### config.mk
export PLATFORM = sky130hd
export DESIGN_NAME = ram_program_loader
export DESIGN_NICKNAME = d
export VERILOG_FILES = /design/src/rtl/ram_program_loader_pkg.sv /design/src/rtl/ram_program_loader_byte_packer.sv /design/src/rtl/ram_program_loader.sv
export SDC_FILE = /design/constraint.sdc
export NUM_CORES = 1
export LEC_CHECK = 0
export ABC_AREA = 1
export BUFFER_PORTS_ARGS = -buffer_cell sky130_fd_sc_hd__buf_2
export CORE_ASPECT_RATIO = 0.9
export CORE_MARGIN = 2
export CORE_UTILIZATION = 45
export CTS_CLUSTER_DIAMETER = 80
export DETAILED_ROUTE_END_ITERATION = 12
export PLACE_DENSITY = 0.65
export RECOVER_POWER = 25
export SLEW_MARGIN = 20
export SYNTH_ARGS = -nofsm -noshare
export SYNTH_HDL_FRONTEND = slang
export SYNTH_SLANG_ARGS = --single-unit
### constraint.sdc
create_clock -name clk -period 4.15 [get_ports clk]
set_input_delay 0.2075 -clock clk [delete_from_list [all_inputs] [get_ports clk]]
set_output_delay 0.2075 -clock clk [all_outputs]
set_load 0.02 [all_outputs]
### src/rtl/ram_program_loader_pkg.sv
// ram_program_loader_pkg
//  Shared definitions for the mainRAM program loader: FSM state encoding,
//  frame geometry constants and the header capacity check.
package ram_program_loader_pkg;

  // Loader FSM states. IDLE is the reset state; DONE is the only state in
  // which the CPU is released from reset.
  typedef enum logic [2:0] {
    ST_IDLE   = 3'd0,
    ST_HDR_LO = 3'd1,
    ST_HDR_HI = 3'd2,
    ST_DATA   = 3'd3,
    ST_WRITE  = 3'd4,
    ST_DONE   = 3'd5,
    ST_ERR    = 3'd6
  } state_t;

  // Word-count header is 16 bits, sent low byte first.
  localparam int HDR_WIDTH  = 16;
  // mainRAM words are 32 bits, assembled from 4 little-endian byte lanes.
  localparam int WORD_WIDTH = 32;
  localparam int LANES      = 4;

  // True when a header word count cannot fit into a RAM of 2**aw words.
  function automatic logic exceeds_capacity(input logic [HDR_WIDTH-1:0] n,
                                            input int aw);
    return 32'(n) > (32'd1 << aw);
  endfunction

endpackage

### src/rtl/ram_program_loader_byte_packer.sv
// byte_packer
//  Collects bytes into a 32-bit little-endian word. Each insert writes the
//  byte into lane idx and advances idx (0..3, wrapping). The word output
//  already contains the byte being inserted this cycle, so the caller can
//  capture a complete word on the same edge that accepts the 4th byte.
// Ports
//  clk, rst   clock, asynchronous active-high reset
//  clear      synchronous clear of lanes and lane index
//  insert     place in_byte into the current lane this cycle
//  in_byte    byte to insert
//  idx        current lane index
//  word       assembled word (including the byte inserted this cycle)
//  word_full  high when this insert completes a word (idx == 3)
module byte_packer
  import ram_program_loader_pkg::*;
(
  input  logic                  clk,
  input  logic                  rst,
  input  logic                  clear,
  input  logic                  insert,
  input  logic [7:0]            in_byte,
  output logic [1:0]            idx,
  output logic [WORD_WIDTH-1:0] word,
  output logic                  word_full
);

  logic [1:0] idx_reg;

  always_ff @(posedge clk or posedge rst) begin
    if (rst) begin
      idx_reg <= 2'd0;
    end else if (clear) begin
      idx_reg <= 2'd0;
    end else if (insert) begin
      idx_reg <= idx_reg + 2'd1;
    end
  end

  generate
    for (genvar gi = 0; gi < LANES; gi++) begin : g_lane
      logic [7:0] lane_reg;
      logic       hit;

      assign hit = insert && (idx_reg == 2'(gi));

      always_ff @(posedge clk or posedge rst) begin
        if (rst) begin
          lane_reg <= 8'd0;
        end else if (clear) begin
          lane_reg <= 8'd0;
        end else if (hit) begin
          lane_reg <= in_byte;
        end
      end

      // Bypass so the lane being written is visible in the same cycle.
      assign word[8*gi +: 8] = hit ? in_byte : lane_reg;
    end
  endgenerate

  assign idx       = idx_reg;
  assign word_full = insert && (idx_reg == 2'd3);

endmodule

### src/rtl/ram_program_loader.sv
// ram_program_loader
//  Writer side of mainRAM. Receives a byte stream framed as a 16-bit word
//  count N (low byte first) followed by 4*N data bytes, packs them into
//  32-bit little-endian words and writes them to consecutive addresses
//  starting at 0. The CPU is held in reset until a load completes.
// Ports
//  clk, rst   clock, asynchronous active-high reset
//  start      one-cycle pulse, begins a load from IDLE/DONE/ERR
//  in_byte    stream byte; in_valid qualifies it, in_ready accepts it
//  wEnable    mainRAM write strobe (one cycle per word)
//  WSelect    mainRAM write address
//  writeDB    mainRAM write data
//  cpu_hold   CPU reset, low only in DONE
//  busy       load in progress (header, data or write)
//  done, err  load finished / header word count too large for the RAM
module ram_program_loader
  import ram_program_loader_pkg::*;
#(
  parameter int ADDR_WIDTH = 8
) (
  input  logic                  clk,
  input  logic                  rst,
  input  logic                  start,
  input  logic [7:0]            in_byte,
  input  logic                  in_valid,
  output logic                  in_ready,
  output logic                  wEnable,
  output logic [ADDR_WIDTH-1:0] WSelect,
  output logic [WORD_WIDTH-1:0] writeDB,
  output logic                  cpu_hold,
  output logic                  busy,
  output logic                  done,
  output logic                  err
);

  state_t                  state_reg, state_next;
  logic [HDR_WIDTH-1:0]    len_reg,   len_next;
  // One bit wider than the header so a full 2**16-word count never wraps.
  logic [HDR_WIDTH:0]      cnt_reg,   cnt_next;
  logic [ADDR_WIDTH-1:0]   wsel_reg,  wsel_next;
  logic [WORD_WIDTH-1:0]   wdata_reg, wdata_next;

  logic                    transfer;
  logic [HDR_WIDTH-1:0]    hdr_n;
  logic [HDR_WIDTH:0]      cnt_inc;
  logic                    pack_clear;
  logic                    pack_insert;
  logic [1:0]              pack_idx;
  logic [WORD_WIDTH-1:0]   pack_word;
  logic                    pack_full;

  assign transfer = in_valid && in_ready;
  assign hdr_n    = {in_byte, len_reg[7:0]};
  assign cnt_inc  = cnt_reg + 1'b1;

  byte_packer u_packer (
    .clk       (clk),
    .rst       (rst),
    .clear     (pack_clear),
    .insert    (pack_insert),
    .in_byte   (in_byte),
    .idx       (pack_idx),
    .word      (pack_word),
    .word_full (pack_full)
  );

  always_ff @(posedge clk or posedge rst) begin
    if (rst) begin
      state_reg <= ST_IDLE;
      len_reg   <= '0;
      cnt_reg   <= '0;
      wsel_reg  <= '0;
      wdata_reg <= '0;
    end else begin
      state_reg <= state_next;
      len_reg   <= len_next;
      cnt_reg   <= cnt_next;
      wsel_reg  <= wsel_next;
      wdata_reg <= wdata_next;
    end
  end

  always_comb begin
    state_next  = state_reg;
    len_next    = len_reg;
    cnt_next    = cnt_reg;
    wsel_next   = wsel_reg;
    wdata_next  = wdata_reg;
    pack_clear  = 1'b0;
    pack_insert = 1'b0;

    unique case (state_reg)
      // Every load, including a reload from DONE or ERR, restarts at
      // address 0 with an empty packer.
      ST_IDLE, ST_DONE, ST_ERR: begin
        if (start) begin
          state_next = ST_HDR_LO;
          wsel_next  = '0;
          cnt_next   = '0;
          pack_clear = 1'b1;
        end
      end

      ST_HDR_LO: begin
        if (transfer) begin
          len_next   = {len_reg[15:8], in_byte};
          state_next = ST_HDR_HI;
        end
      end

      ST_HDR_HI: begin
        if (transfer) begin
          len_next = hdr_n;
          if (hdr_n == '0) begin
            state_next = ST_DONE;
          end else if (exceeds_capacity(hdr_n, ADDR_WIDTH)) begin
            state_next = ST_ERR;
          end else begin
            state_next = ST_DATA;
          end
        end
      end

      ST_DATA: begin
        if (transfer) begin
          pack_insert = 1'b1;
          if (pack_full) begin
            wdata_next = pack_word;
            state_next = ST_WRITE;
          end
        end
      end

      // The strobe is decoded from this state; the address advances on
      // the way out so it wraps to 0 only after a full-capacity image.
      ST_WRITE: begin
        cnt_next  = cnt_inc;
        wsel_next = wsel_reg + 1'b1;
        if (cnt_inc == {1'b0, len_reg}) begin
          state_next = ST_DONE;
        end else begin
          state_next = ST_DATA;
        end
      end

      default: begin
        state_next = ST_IDLE;
      end
    endcase
  end

  // All control outputs decode directly from the registered state.
  assign in_ready = (state_reg == ST_HDR_LO) || (state_reg == ST_HDR_HI) ||
                    (state_reg == ST_DATA);
  assign wEnable  = (state_reg == ST_WRITE);
  assign busy     = in_ready || wEnable;
  assign done     = (state_reg == ST_DONE);
  assign err      = (state_reg == ST_ERR);
  assign cpu_hold = (state_reg != ST_DONE);
  assign WSelect  = wsel_reg;
  assign writeDB  = wdata_reg;

endmodule

==> metrics.md, run 1 <==
| Metric | Value |
|---|---|
| Number of antenna repair diodes | `0` |
| Antenna violations before repair | `1` |
| Number of flip-flops and latches in the synthesized netlist | `approximately 100` |
| Area growth syn-to-layout | `13.81%` |
| Cell area after placement | `5359 um^2` |
| TNS Setup | `0 ps` |
| Worst Hold Class | `input pin to register` |
| Number of cells traversed by the worst register-to-register path | `6` |
| Number of placement rows | `36` |
| Unrepaired setup endpoints after global routing | `false` |
| Data arrival, critical path | `2410 ps` |
| Total of warnings raised by yosys | `0` |
| Number of instances resized during post-cts repair | `0` |
| # fillers | `roughly 1,000` |
| Post-route cell area | `5640 um^2` |
| Violated checks | `capacitance limit, slew limit` |
| Number of setup buffers added after CTS | `0` |
| HPWL Detailed | `8262 um` |
| Maximum clock path buffer count | `2` |
| Deepest level of the CTS H-tree | `3` |
| Length of the first detailed-routing pass in iterations | `5` |
| Post-Syn Area per Cell | `8.151 um^2` |
| Relative slew slack | `-105.5%` |
| Number of distinct library cells after synthesis | `35` |
| Routability congestion estimate | `0.8604` |
| Final count of hold timing violations | `0` |
| Met1 Track Usage GR | `approximately 29%` |
| Data required, critical path | `3940 ps` |
| Share of flip-flops with an asynchronous set or reset after synthesis | `100.0%` |
| Most used cells in the layout excluding fill and tap cells | `sky130_fd_sc_hd__nand2_1, sky130_fd_sc_hd__dfrtp_1, sky130_fd_sc_hd__nor2_1` |
| Sequential standard cell area | `between 2000 and 3000 um^2` |
| Die Y | `roughly 100 um` |
| Die footprint | `11,870 um^2` |
| Clk Tree Root Cell | `sky130_fd_sc_hd__clkbuf_16` |
| Io pins | `58` |
| Critical path class | `register to output port` |
| Maximum ir drop on the vdd rail | `slightly above 0.0003 V` |
| Net count reported at finish | `between 600 and 700` |
| Max-cap check violation count | `1` |
| Peak Freq | `382.6 MHz` |
| TritonCTS Buffers | `9` |
| Count of flip-flops with a built-in enable after synthesis | `0` |
| Capture point of the worst path | `busy` |
| Most common cell after layout, fill and taps aside | `sky130_fd_sc_hd__nand2_1` |
| Final Max Slew Viols | `70` |
| Static Leak | `2.913 nW` |
| Synthesized netlist net count | `626` |
| CTS sink cnt | `102` |
| Startpoint of the most critical register-to-register path | `state_reg[0]` |
| Setup slack, reg-to-reg | `1780 ps` |
| Status | `finished with violations` |
| DR vias | `4,188` |
| TritonCTS clock tree | `built` |
| X dimension of the die | `114.6 um` |
| Slew at the pin closest to its max-slew limit | `3066 ps` |
| Clock-pin slew reported for the worst setup and hold paths after clock tree synthesis | `70 ps` |
| GR Util All Layers | `between 20% and 30%` |
| Max reg flops | `32` |
| Number of nets with antenna violations after routing | `0` |
| Ratio of cells with drive above 1 in the final layout | `around 15%` |
| Multi-input logic area | `around 2100 um^2` |
| Busiest layer in global routing | `met2` |
| Launching element type of the critical path | `register` |
| Vias per inst | `5.248` |
| Maximum number of pins on one net before global-route repair | `70` |
| DRC | `0` |
| Pwr Density | `around 510 nW/um^2` |
| Core region area | `10,770 um^2` |
| Kind of end point of the critical path | `output port` |
| Initial core utilization | `between 40% and 50%` |
| Number of global-route vias before repair | `4,117` |
| Port buffer count | `between 50 and 60` |
| Global-route track usage on met2 | `between 30% and 40%` |
| Final number of setup-violating endpoints | `0` |
| Final Critical Period | `about 2600 ps` |
| GR Overflow Total | `0` |
| Primary FF master, synth | `sky130_fd_sc_hd__dfrtp_1` |
| Latest clock arrival within the worst-skew pair | `340 ps` |
| Global-route wire length before repair | `roughly 20,000 um` |
| Number of hold buffers added after cts | `0` |
| Netlist Area Pre-Place | `4956 um^2` |
| Iteration-0 DRC Markers | `267` |
| Synth Instances | `608` |
| Final clock period utilization by the worst path | `62.97%` |
| Wire length per cell | `14.77 um` |
| Maximum clock skew at final layout | `roughly 9.3 ps` |
| Sequential area share after synthesis | `51.50%` |
| Detailed Route WL | `11,790 um` |
| Met3 track demand over resource in global routing | `4.974%` |
| Critical path origin | `state_reg[0]` |
| Peak fanout along the critical path | `17` |
| Reg2Reg Capture Point | `cnt_reg[15]` |
==> synthesized netlist by cell type (4+ instances only) <==
| cell type | instances | area (um^2) |
|---|---|---|
| sky130_fd_sc_hd__nand2_1 | 145 | 544.3 |
| sky130_fd_sc_hd__dfrtp_1 | 102 | 2552 |
| sky130_fd_sc_hd__nor2_1 | 73 | 274.0 |
| sky130_fd_sc_hd__inv_1 | 60 | 225.2 |
| sky130_fd_sc_hd__o21ai_0 | 49 | 245.2 |
| sky130_fd_sc_hd__nand3_1 | 40 | 200.2 |
| sky130_fd_sc_hd__a21oi_1 | 29 | 145.1 |
| sky130_fd_sc_hd__o21ai_1 | 15 | 75.07 |
| sky130_fd_sc_hd__clkbuf_1 | 13 | 48.80 |
| sky130_fd_sc_hd__nand4_1 | 11 | 68.82 |
| sky130_fd_sc_hd__o22ai_1 | 8 | 50.05 |
| sky130_fd_sc_hd__nor2_4 | 7 | 78.83 |
| sky130_fd_sc_hd__ha_1 | 6 | 75.07 |
| sky130_fd_sc_hd__mux2i_1 | 6 | 60.06 |
| sky130_fd_sc_hd__inv_2 | 5 | 18.77 |
| sky130_fd_sc_hd__buf_2 | 4 | 20.02 |
| sky130_fd_sc_hd__nor2_2 | 4 | 25.02 |
| sky130_fd_sc_hd__nor3_1 | 4 | 20.02 |
| sky130_fd_sc_hd__xor2_1 | 4 | 35.03 |
==> worst max-delay path, stage by stage (launching register included) <==
cell                      delay (ps)
sky130_fd_sc_hd__dfrtp_1         440
sky130_fd_sc_hd__nor2_1          100
sky130_fd_sc_hd__nand2_1         480
sky130_fd_sc_hd__inv_1           490
sky130_fd_sc_hd__or2_2           390
sky130_fd_sc_hd__buf_2           160
==> worst min path at each step <==
stage / cells after the start / slack [ps] / endpoint / from
6_report: 3 / 130 / len_reg[7] / in_byte[7]
3_5_place_dp: 2 / 460 / writeDB[28] / rst
2_1_floorplan: 2 / 320 / writeDB[26] / in_byte[2]
4_1_cts: 2 / 90 / writeDB[28] / rst
5_1_grt: 3 / 130 / len_reg[1] / in_byte[1]
3_3_place_gp: 2 / 450 / len_reg[1] / rst
==> routing by layer <==
metal / routed length [um] / vias up / part of all wire [%]
li1: - / 2072 / -
met1: 5495 / 1990 / 47
met2: 5572 / 107 / 47
met3: 573 / 17 / 4.9
met4: 139 / 2 / 1.2
met5: 8 / - / 0.068
==> through the flow <==
| stage | worst slack, ps | util [%] | hold slack, ps | power, mW | instances |
|---|---|---|---|---|---|
| after floorplan | 1267 | - | 317.1 | 1.847 | 608 |
| final | 1537 | 52.39 | 129.6 | 2.866 | 798 |
| after global routing | 1357 | 52.39 | 134.3 | 3.062 | 798 |
| after CTS | 1535 | 52.41 | 85.69 | 2.892 | 798 |
| after detailed placement | 1839 | 49.78 | 457.7 | 2.077 | 783 |
| after global placement | 1922 | 49.78 | 447.2 | 2.052 | 783 |
==> report_power, final <==
group / switching, mW / total (mW) / internal [mW]
clock network: 0.367 / 0.809 / 0.442
logic: 0.551 / 0.797 / 0.246
registers: 0.114 / 1.26 / 1.15
total: 1.03 / 2.87 / 1.83
==> layout make-up <==
type	instances	area share, %
repair buffers	59	5.324
multi-input cells	423	37.05
inverters	66	4.414
well taps	133	2.950
clock buffers	12	4.547
flip-flops and latches	102	45.25
clock inverters	3	0.4658
==> kinds of logic (layout without fill, tap and decap cells) <==
family,after synthesis,in the layout,share of synthesized area [%]
AOI/OAI and AO/OA,108,108,11.51
xor gates and xnor gates,5,5,0.8836
adders and majority gates,6,6,1.515
buffers and inverters,83,140,6.387
DFF,102,102,51.50
muxes,7,7,1.439
and+or+nand+nor,297,297,26.76
Power figures use the tool's default switching activity.
==> inputs of run 2 (changes only) <==
--- a/config.mk
+++ b/config.mk
@@ -12,7 +12,7 @@
 export CORE_UTILIZATION = 45
 export CTS_CLUSTER_DIAMETER = 80
 export DETAILED_ROUTE_END_ITERATION = 12
-export PLACE_DENSITY = 0.65
+export PLACE_DENSITY = 0.68
 export RECOVER_POWER = 25
 export SLEW_MARGIN = 20
 export SYNTH_ARGS = -nofsm -noshare
==> constraint.sdc (replaced) <==
create_clock -name clk -period 2.17 [get_ports clk]
set_input_delay 0.1085 -clock clk [delete_from_list [all_inputs] [get_ports clk]]
set_output_delay 0.1085 -clock clk [all_outputs]
set_load 0.02 [all_outputs]
==> run 2 against run 1 <==
  * The flow now finishes without violations
  * Hold slack got worse by 130 ps
  * First-iteration DRC count fell by 10%
  * Cell area rose by 1.8%
  * Total power rose by 99%
  * Sequential share of layout area fell by 0.79 points
  * Count of clock-buffer cells in the layout fell by 3
  * Wire length barely moved
  * Critical path type is now register to register
  * Largest cell class unchanged
==> metrics.md, run 2 (synthesized netlist as in run 1, its figures left out) <==
| Metric | Value |
|---|---|
| Status | `finished, final reports clean` |
| TritonCTS Buffers | `9 (unchanged)` |
| TNS Setup | `0 ps (unchanged)` |
| Combinational Power Share | `28.0% (+0.2 points)` |
| Die footprint | `11,870 um^2 (unchanged)` |
| X dimension of the die | `114.6 um (unchanged)` |
| Launching element type of the critical path | `register` |
| GR Util All Layers | `20.68% (-0.50 points)` |
| TritonCTS clock tree | `built` |
| Final Max Slew Viols | `0 (-100%)` |
| Unrepaired setup endpoints after global routing | `true` |
| Most frequent cell on the critical path | `sky130_fd_sc_hd__nand2_1` |
| Clk Tree Root Cell | `sky130_fd_sc_hd__clkbuf_16` |
| Proportion of power drawn by flip-flops and latches | `42.2% (-1.8 points)` |
| Maximum number of pins on one net before global-route repair | `103 (+47%)` |
| Maximum clock skew at final layout | `9.924 ps (+0.5903 ps)` |
| Number of placement rows | `36 (unchanged)` |
| Ratio of cells with drive above 1 in the final layout | `16.24% (+1.1 points)` |
| Deepest level of the CTS H-tree | `3 (unchanged)` |
| Number of setup buffers added after CTS | `0 (unchanged)` |
| Iteration-0 DRC Markers | `240 (-10%)` |
| Setup slack, reg-to-reg | `250 ps (-1530 ps)` |
| Core region area | `10,770 um^2 (unchanged)` |
| DRC | `0 (unchanged)` |
| Pwr Total | `5.708 mW (+99%)` |
| Static Leak | `2.949 nW (+1.2%)` |
| Initial core utilization | `46.04% (unchanged)` |
| Routability congestion estimate | `0.8731 (+1.5%)` |
| Number of nets with antenna violations after routing | `0 (unchanged)` |
| Length of the first detailed-routing pass in iterations | `6 (+1)` |
| Worst Hold Class | `input pin to register` |
| GR Overflow Total | `0 (unchanged)` |
| Critical path's largest stage delay | `410 ps (-80 ps)` |
| Worst-case setup slack after placement | `209.0 ps (-1630 ps)` |
| Master of the slowest instance on the critical path | `sky130_fd_sc_hd__dfrtp_1` |
| Pwr Density | `993.9 nW/um^2 (+96%)` |
| Hold path start | `in_byte[5]` |
| Final count of hold timing violations | `0 (unchanged)` |
| Net count reported at finish | `684 (+0.74%)` |
| Data required, critical path | `2420 ps (-1520 ps)` |
| Internal portion of total power | `3.615 mW (+97%)` |
| Final clock period utilization by the worst path | `88.66%` |
| Maximum clock path buffer count | `2 (unchanged)` |
| Wire length per cell | `14.68 um (-0.65%)` |
| Max reg flops | `32 (unchanged)` |
| Max-cap check violation count | `0 (-1)` |
| Vias per inst | `5.233 (-0.30%)` |
| Kind of end point of the critical path | `register` |
| Slew at the pin closest to its max-slew limit | `1379 ps (-1687 ps)` |
| Critical Path, Cell by Cell | `ha_2 > nand2_2 > nor2_8 > nand2_4 > nor2_4 > nand3_1 > nand2_1 > nand2_1 > inv_1 > nand2_1 > nor2_2 > nand3_1 > nand2_1 > nand2_1 > nand2_1 > nand2_1` |
| Number of global-route vias before repair | `3,913 (-5.0%)` |
| Number of cells traversed by the worst register-to-register path | `16 (+10)` |
| Peak Freq | `519.8 MHz` |
| Antenna violations before repair | `1 (unchanged)` |
| Latest clock arrival within the worst-skew pair | `350 ps (about the same)` |
| Critical path origin | `cnt_reg[1]` |
| Fraction of power spent switching nets | `36.68% (+0.68 points)` |
| Maximum ir drop on the vdd rail | `0.0004652 V (+53%)` |
| Global-route wire length before repair | `19,480 um (-2.6%)` |
| Min setup slack post-route | `246.1 ps (-1291 ps)` |
| Worst hold slack across all endpoints | `1.916 ps (-127.7 ps)` |
| Area growth syn-to-layout | `15.88%` |
| Relative slew slack | `8.057% (+110 points)` |
| Post-route cell area | `5743 um^2 (+1.8%)` |
| Die Y | `103.6 um (unchanged)` |
| HPWL Detailed | `8269 um (about the same)` |
| Switching power of the nets | `2.094 mW (+100%)` |
| Final number of setup-violating endpoints | `0 (unchanged)` |
| Final Critical Period | `around 1900 ps` |
| Worst Hold Depth | `3 (unchanged)` |
| Number of antenna repair diodes | `0 (unchanged)` |
| Clock group share of total power | `29.7% (+1.5 points)` |
| Startpoint of the most critical register-to-register path | `cnt_reg[1]` |
| Detailed Route WL | `11,800 um (about the same)` |
| Clock-pin slew reported for the worst setup and hold paths after clock tree synthesis | `80 ps (about the same)` |
| CTS sink cnt | `102 (unchanged)` |
| # fillers | `1,014 (-3.1%)` |
| Io pins | `58 (unchanged)` |
| Most common cell after layout, fill and taps aside | `sky130_fd_sc_hd__nand2_1` |
| Most used cells in the layout excluding fill and tap cells | `sky130_fd_sc_hd__nand2_1, sky130_fd_sc_hd__dfrtp_1, sky130_fd_sc_hd__nor2_1` |
| Data arrival, critical path | `2180 ps (-230 ps)` |
| Peak fanout along the critical path | `7 (-10)` |
| Critical path class | `register to register` |
| DR vias | `4,207 (+0.45%)` |
| Cell area after placement | `5415 um^2 (+1.1%)` |
| Port buffer count | `57 (unchanged)` |
[run 2: cell types whose count changed in the layout (fill, tap and decap cells not counted), sizes merged]
cell         before  now
buf              59   61
bufinv            0    1
clkbuf           12   11
clkinv            2    5
clkinvlp          1    2
dlygate4sd3       0    1
inv              66   65
[run 2: critical path, delay by kind of cell (launching register included)]
kind                       cells  cell delay [ps]
buffers and inverters          1               50
adders and majority gates      1              230
DFF                            1              410
and+or+nand+nor               14             1110
[run 2: final cells by class]
cell class	instances	area (um^2)	area share (%)
multi-input combinational	423	2098	36.54
clock buffer	9	225.2	3.922
tap	133	166.4	2.898
clock inverter	7	96.34	1.678
inverter	66	251.5	4.379
sequential	102	2554	44.47
timing repair buffer	64	351.6	6.122
[run 2: worst paths after layout]
path / end
worst max-delay path: state_reg[1]
worst min-delay path: len_reg[5]
worst max register to register: state_reg[1]
worst min register to register: WSelect[7]
max in group asynchronous: cnt_reg[0]
min in group asynchronous: len_reg[6]
[run 2: metal layers]
metal | share of wire, % | GRT usage (%) | vias to the layer above
li1 | - | - | 2085
met1 | 47 | 29.61 | 2007
met2 | 47 | 32.29 | 101
met3 | 4.6 | 3.862 | 12
met4 | 1.3 | 5.662 | 2
met5 | 0.14 | 0 | -
[run 2: through the flow]
stage          std cells  util (%)
2_1_floorplan        608         -
3_3_place_gp         787     50.30
3_5_place_dp         787     50.30
4_1_cts              804     53.38
5_1_grt              804     53.35
6_report             804     53.35
[run 2: what timing repair did]
item	CTS	global route
resized for setup	0	3
hold endpoints to repair	102	0
hold buffers	1	0
endpoints found under the setup margin	0	3
[run 2: power by group through the flow]
stage	Clock (mW)	Combinational [mW]	Sequential, mW
floorplan	0	1.14	2.39
global placement	0	1.56	2.43
detailed placement	0	1.59	2.44
CTS	1.73	1.60	2.40
global route	1.81	1.81	2.45
finish	1.70	1.60	2.41
==> inputs of run 3 (changes only) <==
--- a/config.mk
+++ b/config.mk
@@ -7,7 +7,7 @@
 export LEC_CHECK = 0
 export ABC_AREA = 1
 export BUFFER_PORTS_ARGS = -buffer_cell sky130_fd_sc_hd__buf_2
-export CORE_ASPECT_RATIO = 0.9
+export CORE_ASPECT_RATIO = 1.5
 export CORE_MARGIN = 2
 export CORE_UTILIZATION = 45
 export CTS_CLUSTER_DIAMETER = 80
==> run 3 against run 2 <==
  * Hold slack improved by 26 ps
  * Combinational power barely moved
  * Non-clock buffer count rose by 2
  * Largest cell class unchanged
  * Critical path type is now register to output port
  * Die area rose by 0.13%
  * First-iteration DRC count rose by 32%
  * Sequential cell count did not move
  * Via count rose by 0.62%
==> metrics.md, run 3 (synthesized netlist as in run 1, its figures left out) <==
| Metric | Value |
|---|---|
| Met1 Track Usage GR | `27.25% (-2.4 points)` |
| Most used cells in the layout excluding fill and tap cells | `sky130_fd_sc_hd__nand2_1, sky130_fd_sc_hd__dfrtp_1, sky130_fd_sc_hd__nor2_1` |
| Final clock period utilization by the worst path | `92.82% (+4.2 points)` |
| Length of the first detailed-routing pass in iterations | `5 (-1)` |
| Core region area | `10,650 um^2 (-1.1%)` |
| Maximum number of pins on one net before global-route repair | `103 (unchanged)` |
| Final std cells w/o fill | `816 (+1.5%)` |
| X dimension of the die | `89.69 um (-22%)` |
| Busiest layer in global routing | `met2` |
| Deepest level of the CTS H-tree | `3 (unchanged)` |
| Io pins | `58 (unchanged)` |
| Data required, critical path | `2060 ps (-360 ps)` |
| Final Critical Period | `2014 ps (+90.25 ps)` |
| Status | `finished, final reports clean` |
| Maximum clock skew at final layout | `4.219 ps (-5.705 ps)` |
| Pwr Density | `956.6 nW/um^2 (-3.8%)` |
| TritonCTS Buffers | `9 (unchanged)` |
| Net count reported at finish | `686 (+0.29%)` |
| Final count of hold timing violations | `0 (unchanged)` |
| Global-route wire length before repair | `19,840 um (+1.8%)` |
| Max-cap check violation count | `0 (unchanged)` |
| Clock-pin slew reported for the worst setup and hold paths after clock tree synthesis | `70 ps (about the same)` |
| Worst Hold Class | `input pin to register` |
| Global-route track usage on met2 | `35.50% (+3.2 points)` |
| Number of nets with antenna violations after routing | `0 (unchanged)` |
| Data arrival, critical path | `1910 ps (-270 ps)` |
| Maximum clock path buffer count | `2 (unchanged)` |
| DP Cell Count | `800 (+1.7%)` |
| Port buffer count | `57 (unchanged)` |
| Setup slack, reg-to-reg | `220 ps (-30 ps)` |
| Clk Tree Root Cell | `sky130_fd_sc_hd__clkbuf_16` |
| Area growth syn-to-layout | `15.10%` |
| Final number of setup-violating endpoints | `0 (unchanged)` |
| GR Util All Layers | `21.24% (+0.56 points)` |
| Die footprint | `11,890 um^2 (+0.13%)` |
| DRC | `0 (unchanged)` |
| TritonCTS clock tree | `built` |
| CTS sink cnt | `102 (unchanged)` |
| TNS Setup | `0 ps (unchanged)` |
| Peak fanout along the critical path | `10 (+3)` |
| Pwr Total | `5.457 mW (-4.4%)` |
| Critical path class | `register to output port` |
| Iteration-0 DRC Markers | `317 (+32%)` |
| Number of antenna repair diodes | `0 (unchanged)` |
| Slew at the pin closest to its max-slew limit | `1393 ps (+14.07 ps)` |
| Initial core utilization | `46.55% (+0.51 points)` |
| Number of setup buffers added after CTS | `0 (unchanged)` |
| DR vias | `4,233 (+0.62%)` |
| Unrepaired setup endpoints after global routing | `false` |
| Ratio of cells with drive above 1 in the final layout | `15.48% (-0.77 points)` |
| HPWL Detailed | `8500 um (+2.8%)` |
| Final Max Slew Viols | `0 (unchanged)` |
| Startpoint of the most critical register-to-register path | `cnt_reg[1]` |
| Detailed Route WL | `11,880 um (+0.65%)` |
| Max reg flops | `32 (unchanged)` |
| Die Y | `132.5 um (+28%)` |
| Static Leak | `2.930 nW (-0.61%)` |
| Most common cell after layout, fill and taps aside | `sky130_fd_sc_hd__nand2_1` |
| Vias per inst | `5.188 (-0.86%)` |
| Number of global-route vias before repair | `4,092 (+4.6%)` |
| Relative slew slack | `7.119% (-0.94 points)` |
| Routability congestion estimate | `0.9241 (+5.8%)` |
| Wire length per cell | `14.56 um (-0.83%)` |
| Number of placement rows | `46 (+28%)` |
| Launching element type of the critical path | `register` |
| Met3 track demand over resource in global routing | `3.993% (+0.13 points)` |
| Latest clock arrival within the worst-skew pair | `330 ps (-20 ps)` |
| Peak Freq | `496.5 MHz (-4.5%)` |
| Antenna violations before repair | `0 (-1)` |
| Kind of end point of the critical path | `output port` |
| GR Overflow Total | `0 (unchanged)` |
| Critical path origin | `state_reg[0]` |
| Hold path start | `in_byte[5]` |
| Maximum ir drop on the vdd rail | `0.0004566 V (-1.9%)` |
==> run 3: cell types whose count changed in the layout (fill, tap and decap cells not counted), sizes merged <==
cell / before / now
inv: 65 / 64
buf: 61 / 60
bufinv: 1 / 0
clkbuf: 11 / 16
clkinvlp: 2 / 1
==> run 3: through the flow <==
step                      area [um^2]  hold slack [ps]  setup WS [ps]  util, %
after global routing             5704            57.17          11.72    53.57
after floorplan                  4960            218.1          403.0        -
final                            5704            27.61          155.8    53.57
after detailed placement         5444            314.3          200.5    51.13
after global placement           5444            304.0          290.4    51.13
after CTS                        5720            24.07          165.6    53.73
==> run 3: worst max-delay path, cell delays in order (launching register included) <==
cell and delay, ps:
sky130_fd_sc_hd__dfrtp_1 460, sky130_fd_sc_hd__nor2_1 170, sky130_fd_sc_hd__nand2_1 80, sky130_fd_sc_hd__inv_1 310, sky130_fd_sc_hd__buf_4 280, sky130_fd_sc_hd__or2_2 130
sky130_fd_sc_hd__buf_2 150
==> run 3: final timing paths <==
| path | to | depth (start not counted) |
|---|---|---|
| setup / recovery | busy | 6 |
| hold / removal | len_reg[5] | 3 |
| setup reg to reg | state_reg[1] | 16 |
| hold reg to reg | writeDB[12] | 2 |
| max in group asynchronous | cnt_reg[0] | 4 |
| min in group asynchronous | len_reg[9] | 4 |
==> run 3: routing by layer <==
layer	routed length, um	vias up
met5	0	-
li1	-	2089
met4	291	0
met3	457	25
met1	4948	2004
met2	6179	115
==> run 3: final cells by class <==
cell class / instances / area (um^2)
clock inverter: 4 / 23.77
fill: 1017 / 4943
tap: 144 / 180.2
sequential: 102 / 2554
timing repair buffer: 66 / 362.8
clock buffer: 11 / 242.7
multi-input combinational: 423 / 2090
inverter: 66 / 251.5
==> run 3: repair_timing <==
item	in CTS	in global routing
endpoints found under the hold margin	102	0
hold buffers	1	0
setup endpoints to repair	0	2
gates resized for setup	0	1
==> run 3: where the power goes <==
part	internal [mW]	switching, mW	total, mW	leakage [nW]
clock network	0.800	0.679	1.48	0.135
logic	0.499	1.09	1.58	1.41
registers	2.19	0.201	2.39	1.39
